File: config.mk
export PLATFORM = sky130hd
export DESIGN_NAME = clkset_ctl
export DESIGN_NICKNAME = d
export VERILOG_FILES = /design/src/rtl/clkset_ctl.sv
export SDC_FILE = /design/constraint.sdc
export NUM_CORES = 1
export LEC_CHECK = 0
export ABC_AREA = 1
export CORE_MARGIN = 3
export CORE_UTILIZATION = 55
export DETAILED_ROUTE_END_ITERATION = 6
export PLACE_DENSITY = 0.88
export SYNTH_ARGS = -nofsm -noshare
export SYNTH_HDL_FRONTEND = slang
export SYNTH_SLANG_ARGS = --single-unit
File: constraint.sdc
create_clock -name clock_160 -period 4.6 [get_ports clock_160]
set_clock_uncertainty 0.15 [all_clocks]
set_input_delay 0.92 -clock clock_160 [delete_from_list [all_inputs] [get_ports clock_160]]
set_output_delay 0.92 -clock clock_160 [all_outputs]
set_load 0.005 [all_outputs]
File: src/rtl/clkset_ctl.sv
// Clock-set controller: stages a requested CLK configuration, waits for newly
// enabled oscillator/PLL to settle, commits it, then holds for the clock
// switch to settle before acknowledging. Enables are only ever dropped at the
// commit, so the staged value keeps anything currently running alive.
module clkset_ctl #(
  parameter int OSC_WAIT = 16,
  parameter int PLL_WAIT = 8,
  parameter int SW_HOLD  = 4,
  parameter int CNT_W    = 24
) (
  input  logic       clock_160,
  input  logic       nres,
  input  logic       req,
  input  logic [7:0] req_cfg,
  output logic [7:0] cfg,
  output logic       busy,
  output logic       ack,
  output logic       ign,
  output logic       rst_req
);

  typedef enum logic [1:0] {IDLE, WAIT, HOLD} state_t;

  localparam int              HOLD_LD = (SW_HOLD > 0) ? SW_HOLD - 1 : 0;
  localparam logic [CNT_W-1:0] OSC_CNT  = CNT_W'(OSC_WAIT);
  localparam logic [CNT_W-1:0] PLL_CNT  = CNT_W'(PLL_WAIT);
  localparam logic [CNT_W-1:0] HOLD_CNT = CNT_W'(HOLD_LD);

  state_t           state_q, state_d;
  logic [7:0]       cfg_q, cfg_d;
  logic [7:0]       new_q, new_d;
  logic [CNT_W-1:0] cnt_q, cnt_d;
  logic             busy_q, busy_d;
  logic             ack_q, ack_d;
  logic             ign_q, ign_d;
  logic             rst_q, rst_d;

  logic             osc_new, pll_new;
  logic [CNT_W-1:0] wait_cnt;
  logic [7:0]       staged;

  // Next-state, staged value and settle-count computation
  always_comb begin
    osc_new  = ~cfg_q[5] & req_cfg[5];
    pll_new  = ~cfg_q[6] & req_cfg[6];
    wait_cnt = (osc_new ? OSC_CNT : '0) + (pll_new ? PLL_CNT : '0);
    staged   = {1'b0, cfg_q[6] | req_cfg[6], cfg_q[5] | req_cfg[5],
                osc_new ? req_cfg[4:3] : cfg_q[4:3], cfg_q[2:0]};

    state_d = state_q;
    cfg_d   = cfg_q;
    new_d   = new_q;
    cnt_d   = cnt_q;
    ack_d   = 1'b0;
    ign_d   = 1'b0;
    rst_d   = 1'b0;

    case (state_q)
      IDLE: begin
        if (req) begin
          new_d   = req_cfg;
          cfg_d   = staged;
          cnt_d   = wait_cnt;
          state_d = WAIT;
        end
      end
      WAIT: begin
        ign_d = req;
        if (cnt_q == '0) begin
          cfg_d   = {1'b0, new_q[6:0]};
          cnt_d   = HOLD_CNT;
          state_d = HOLD;
        end else begin
          cnt_d = cnt_q - 1'b1;
        end
      end
      HOLD: begin
        ign_d = req;
        if (cnt_q == '0) begin
          ack_d   = 1'b1;
          rst_d   = new_q[7];
          state_d = IDLE;
        end else begin
          cnt_d = cnt_q - 1'b1;
        end
      end
      default: state_d = IDLE;
    endcase

    busy_d = (state_d != IDLE);
  end

  // Control and committed-configuration registers with synchronous reset
  always_ff @(posedge clock_160) begin
    if (!nres) begin
      state_q <= IDLE;
      cfg_q   <= 8'h00;
      cnt_q   <= '0;
      busy_q  <= 1'b0;
      ack_q   <= 1'b0;
      ign_q   <= 1'b0;
      rst_q   <= 1'b0;
    end else begin
      state_q <= state_d;
      cfg_q   <= cfg_d;
      cnt_q   <= cnt_d;
      busy_q  <= busy_d;
      ack_q   <= ack_d;
      ign_q   <= ign_d;
      rst_q   <= rst_d;
    end
  end

  // Latched request value; only consulted while a sequence is running
  always_ff @(posedge clock_160) begin
    new_q <= new_d;
  end

  assign cfg     = cfg_q;
  assign busy    = busy_q;
  assign ack     = ack_q;
  assign ign     = ign_q;
  assign rst_req = rst_q;

endmodule
Word-level counts from Yosys, hierarchy flattened
Index checks and enable logic that the tools add are counted.
Operators by class
  add/sub/neg operators: 2
  equality and inequality tests: 6
  mux-type cells: 15
  bitwise operators: 7
  reductions and logical operators: 14
Operator list (number)
  24-bit two-way mux: 3
  24-bit case mux with 3 select lines: 1
  24-bit zero test: 1
  24-bit by 1-bit subtractor with 24-bit output, second input constant: 1
  8-bit two-way mux: 2
  8-bit case mux with 2 select lines: 1
  3-bit AND reduction: 4
  2-bit two-way mux: 4
  2-bit != test, second input constant: 4
  5-bit by 4-bit adder with 6-bit output: 1
  2-bit case mux with 3 select lines: 1
  2-bit AND reduction: 3
  5-bit two-way mux: 1
  4-bit two-way mux: 1
  4-bit AND reduction: 1
  2-bit nonzero test: 2
  1-bit inverter: 3
  3-bit nonzero test: 1
  1-bit AND: 2
  2-bit by 1-bit == test with 1-bit output, second input constant: 1
  2-bit == test, second input constant: 1
  2-bit zero test: 1
  1-bit OR: 2
  2-bit OR reduction: 1
  1-bit two-way mux: 1
Word-level totals
  bits in registers: 46
  input bits: 11
  output and inout bits: 12
  logic and storage cells: 54

Logic depth before layout (Yosys ltp)
  word-level depth: 6
  gate-level depth with buffers: 12
  mapped depth without buffers: 11

Least setup slack after synthesis
Ideal clock, no wire load.
  kind: in2reg
  start point: input port req
  end point: register cnt_q[10]
  library setup time: 0.112 ns
  arrival: 1.856 ns
  required time: 4.338 ns
  slack: 2.482 ns
  stages: 8
  buffers on the path: 1
  cell sequence: nor2_1 -> nor2_1 -> nand2_4 -> inv_4 -> nand2_8 -> nand2_4 -> buf_8 -> nor2_2
On the way
  longest elaborated chain between the ends: 2
Ends and longest elaborated chain
  start: declaration: RTL line 13  | input logic req,
  2-bit != test (no line)
  3-bit AND reduction (no line)
  end signal: assignment: RTL line 106  | cnt_q <= cnt_d;
  end: declaration: RTL line 32  | logic [CNT_W-1:0] cnt_q, cnt_d;
Every way passes these cells.
A chain may end at the register's enable or synchronous reset.

Final worst setup path
  start point: input port req
  end point: register cnt_q[19]
The elaborated chain is that of the path after synthesis.

==> results by group <==
Hold path
  • Hold-critical path depth: 2
  • Hold WC Path Type: flop to flop
  • Worst hold start: cfg[3]$_SDFFE_PN0P_
  • Worst hold path endpoint: cfg[3]$_SDFFE_PN0P_

Clock network
  • Reg clk slew, reported paths: 90 ps
  • Clock Sinks: 45
  • Root Driver: clkbuf_8
  • Post-CTS Setup Repair Bufs: 0
  • Resize count post-CTS: 0
  • Clock insertion delay at the later pin of the skew report: 310 ps
  • Num CTS Buffers: 5
  • CTS tree: built
  • Hold_buf cts: 0
  • H-Tree Depth: 2
  • Clock buffer depth: 2

Layout
  • Share of cells above drive strength 1: 9.19%
  • Final nets: 398
  • Area Growth Syn to Fin: 13.5%
  • Diode count: 0
  • Post-layout util: 67.5%
  • Final instance area: 2840 sq um

Synthesis
  • Syn Inst Count: 359
  • Syn Nets: 377
  • Distinct cells, synth: 30
  • Syn. warnings: 0
  • Avg Inst Size Synth: 6.96 sq um
  • Synth Register Bits: 45
  • Sequential area share after synthesis: 39.3%
  • Mapped cell area: 2500 sq um

Timing
  • Endpoints failing setup: 0
  • Worst Max-Slew Pin Slew: 627 ps
  • Setup TNS: 0 ps
  • Fin. Hold Viols: 0
  • Final-report max-slew violation count: 0
  • Fmax: 0.361 GHz
  • Final Critical Period: 2770 ps
  • Slew headroom: 58.1%
  • RSZ-0062 raised after global routing: false
  • Tcrit/Tclk final: 60.2%

Routing
  • Vias: 2,252
  • Initial DRC Count: 170
  • Drt first pass iters: 5
  • Post-DRT Antenna Nets: 0
  • Via density: 5.23
  • Post-route DRC: 0
  • Routed wire length: 5.46 mm
  • Routed WL per cell: 12.7 microns

Die
  • Die Wd: 73.4 microns
  • Die area: 5390 sq um
  • Top-level port count: 23
  • Std-Cell Rows: 23
  • Starting density of the core: 59.4%
  • Core ar.: 4200 sq um
  • Die height: 73.4 microns

Critical path
  • CP Max Fanout: 17
  • Critical path, cell by cell: clkdlybuf4s50_1 > nor2_1 > nor2_1 > nand2_4 > inv_4 > nand2_8 > nand2_4 > nor2_1
  • Critical Path RT: 4650 ps
  • Critical Path Start Type: primary input
  • FF-to-FF End: cnt_q[19]$_SDFFE_PN0P_
  • R2r setup slk: 2160 ps
  • CP Class: primary input to flop
  • RR Startpoint: state_q[0]$_SDFF_PN0_
  • Critical path data arrival time: 2820 ps
  • Most Frequent Cell on Critical Path: nor2_1
  • Crit path capture type: flop
  • Reg2Reg Depth: 10
  • CP max stage delay: 510 ps
  • CP max stage cell: clkdlybuf4s50_1

Placed design
  • Port bufs: 21
  • Gpl congestion: 0.988
  • HPWL after detailed placement: 4.15 mm
  • Placed inst area: 2720 sq um

Power and ir drop
  • Pleak: 1.29 nW
  • Pwr dens: 485 nW/um^2
  • VDD IR max: 0.256 mV

Global routing
  • Total GRT Usage: 22.2%
  • Grt ovf: 0
  • Vias in the first global route: 2,075
  • Largest net degree at the start of global routing: 18
  • Wire length of the first global-routing pass: 9.28 mm
  • Initial antenna violation count: 0

Status
  • Status: finished, final reports clean

Run
  • Max-cap violation count: 0
[how the worst max path moves through the flow]
| stage | startpoint | endpoint | slack (ps) | cells past startpoint |
|---|---|---|---|---|
| finish | req | cnt_q[19]$_SDFFE_PN0P_ | 1830 | 8 |
| global route | req | cnt_q[19]$_SDFFE_PN0P_ | 1700 | 8 |
| CTS | req | cnt_q[19]$_SDFFE_PN0P_ | 1840 | 8 |
| detailed placement | req | cnt_q[19]$_SDFFE_PN0P_ | 1500 | 8 |
| global placement | req | cnt_q[19]$_SDFFE_PN0P_ | 1620 | 8 |
| floorplan | req | cnt_q[10]$_SDFFE_PN0P_ | 2480 | 8 |
[final cells by class]
cell class / count / area, sq um
Fill cell: 365 / 1370
Multi-Input combinational cell: 258 / 1280
Sequential cell: 45 / 981
Timing Repair Buffer: 21 / 210
Inverter: 49 / 186
Clock buffer: 5 / 68.8
Tap cell: 50 / 62.6
Clock inverter: 3 / 46.3
[metal layers]
layer / GRT usage, % / part of all wire, % / vias to the layer above
met5: 0 / 0 / -
met4: 7.65 / 1.8 / 0
met3: 5.34 / 7.1 / 11
met2: 35.0 / 45 / 86
met1: 29.7 / 46 / 978
li1: - / - / 1177
[cell families (layout without fill, tap and decap cells)]
| group | after synthesis | in the layout | share of synthesized area [%] |
|---|---|---|---|
| AOI/OAI and AO/OA | 29 | 29 | 6.41 |
| xor gates and xnor gates | 1 | 1 | 0.351 |
| adders and majority gates | 7 | 7 | 3.51 |
| buffers and inverters | 56 | 78 | 9.47 |
| DFF | 45 | 45 | 39.3 |
| other | 1 | 1 | 0.150 |
| and+or+nand+nor | 220 | 220 | 40.8 |
[synthesized netlist by cell type]
cell type / n / area share, %
clkinv_1: 1 / 0.15
nor3b_1: 1 / 0.30
buf_4: 1 / 0.30
nor4_1: 1 / 0.25
nand2_2: 3 / 0.75
nand3_1: 35 / 7.0
a21oi_1: 11 / 2.2
nand4_4: 1 / 0.85
clkbuf_1: 3 / 0.45
nand2_8: 1 / 0.80
nor3_1: 8 / 1.6
inv_4: 1 / 0.25
nand2_4: 3 / 1.4
buf_8: 1 / 0.60
o21bai_1: 5 / 1.5
inv_1: 47 / 7.1
o21ai_0: 12 / 2.4
nand2_1: 73 / 11
nor2_2: 17 / 4.3
dfxtp_1: 37 / 30
o211ai_1: 1 / 0.30
nand4_1: 8 / 2.0
ha_1: 7 / 3.5
buf_2: 1 / 0.20
nor2_1: 68 / 10
edfxtp_1: 8 / 9.6
conb_1: 1 / 0.15
buf_6: 1 / 0.45
nor2_4: 1 / 0.45
xnor2_1: 1 / 0.35
[stage by stage]
| step | cells | total power [mW] | worst slack [ps] | hold WS [ps] |
|---|---|---|---|---|
| after CTS | 431 | 1.37 | 1840 | 300 |
| final | 431 | 1.37 | 1830 | 297 |
| after detailed placement | 423 | 1.06 | 1500 | 287 |
| after floorplan | 359 | 0.937 | 2480 | 290 |
| after global routing | 431 | 1.48 | 1700 | 326 |
| after global placement | 423 | 1.06 | 1620 | 281 |
[flip-flops by register name (all words and copies together), names as in the netlist]
register  flops
ack           1
busy          1
cfg           7
cnt_q        24
ign           1
new_q         8
rst_req       1
state_q       2
[placed cells by master (no fill, tap or decap), drive strengths merged]
cell           instances
nand4                  9
inv                   48
dfxtp                 37
clkdlybuf4s50         21
xnor2                  1
a21oi                 11
clkinv                 2
conb                   1
nor4                   1
bufinv                 1
ha                     7
nor3b                  1
nand2                 80
clkinvlp               1
o21bai                 5
nor2                  86
nand3                 35
o21ai                 12
edfxtp                 8
clkbuf                 5
o211ai                 1
nor3                   8
[power by group]
| group | internal, mW | leakage, nW | switching [mW] | total (mW) |
|---|---|---|---|---|
| Clock | 0.163 | 0.0543 | 0.143 | 0.305 |
| Combinational | 0.194 | 0.859 | 0.388 | 0.583 |
| Sequential | 0.448 | 0.378 | 0.0378 | 0.486 |
| Total | 0.805 | 1.29 | 0.569 | 1.37 |
[worst max-delay path, delay by kind of cell]
family / cells / cell delay (ps)
AND/OR/NAND/NOR: 6 / 1130
buffers and inverters: 2 / 750
Power figures use the tool's default switching activity.
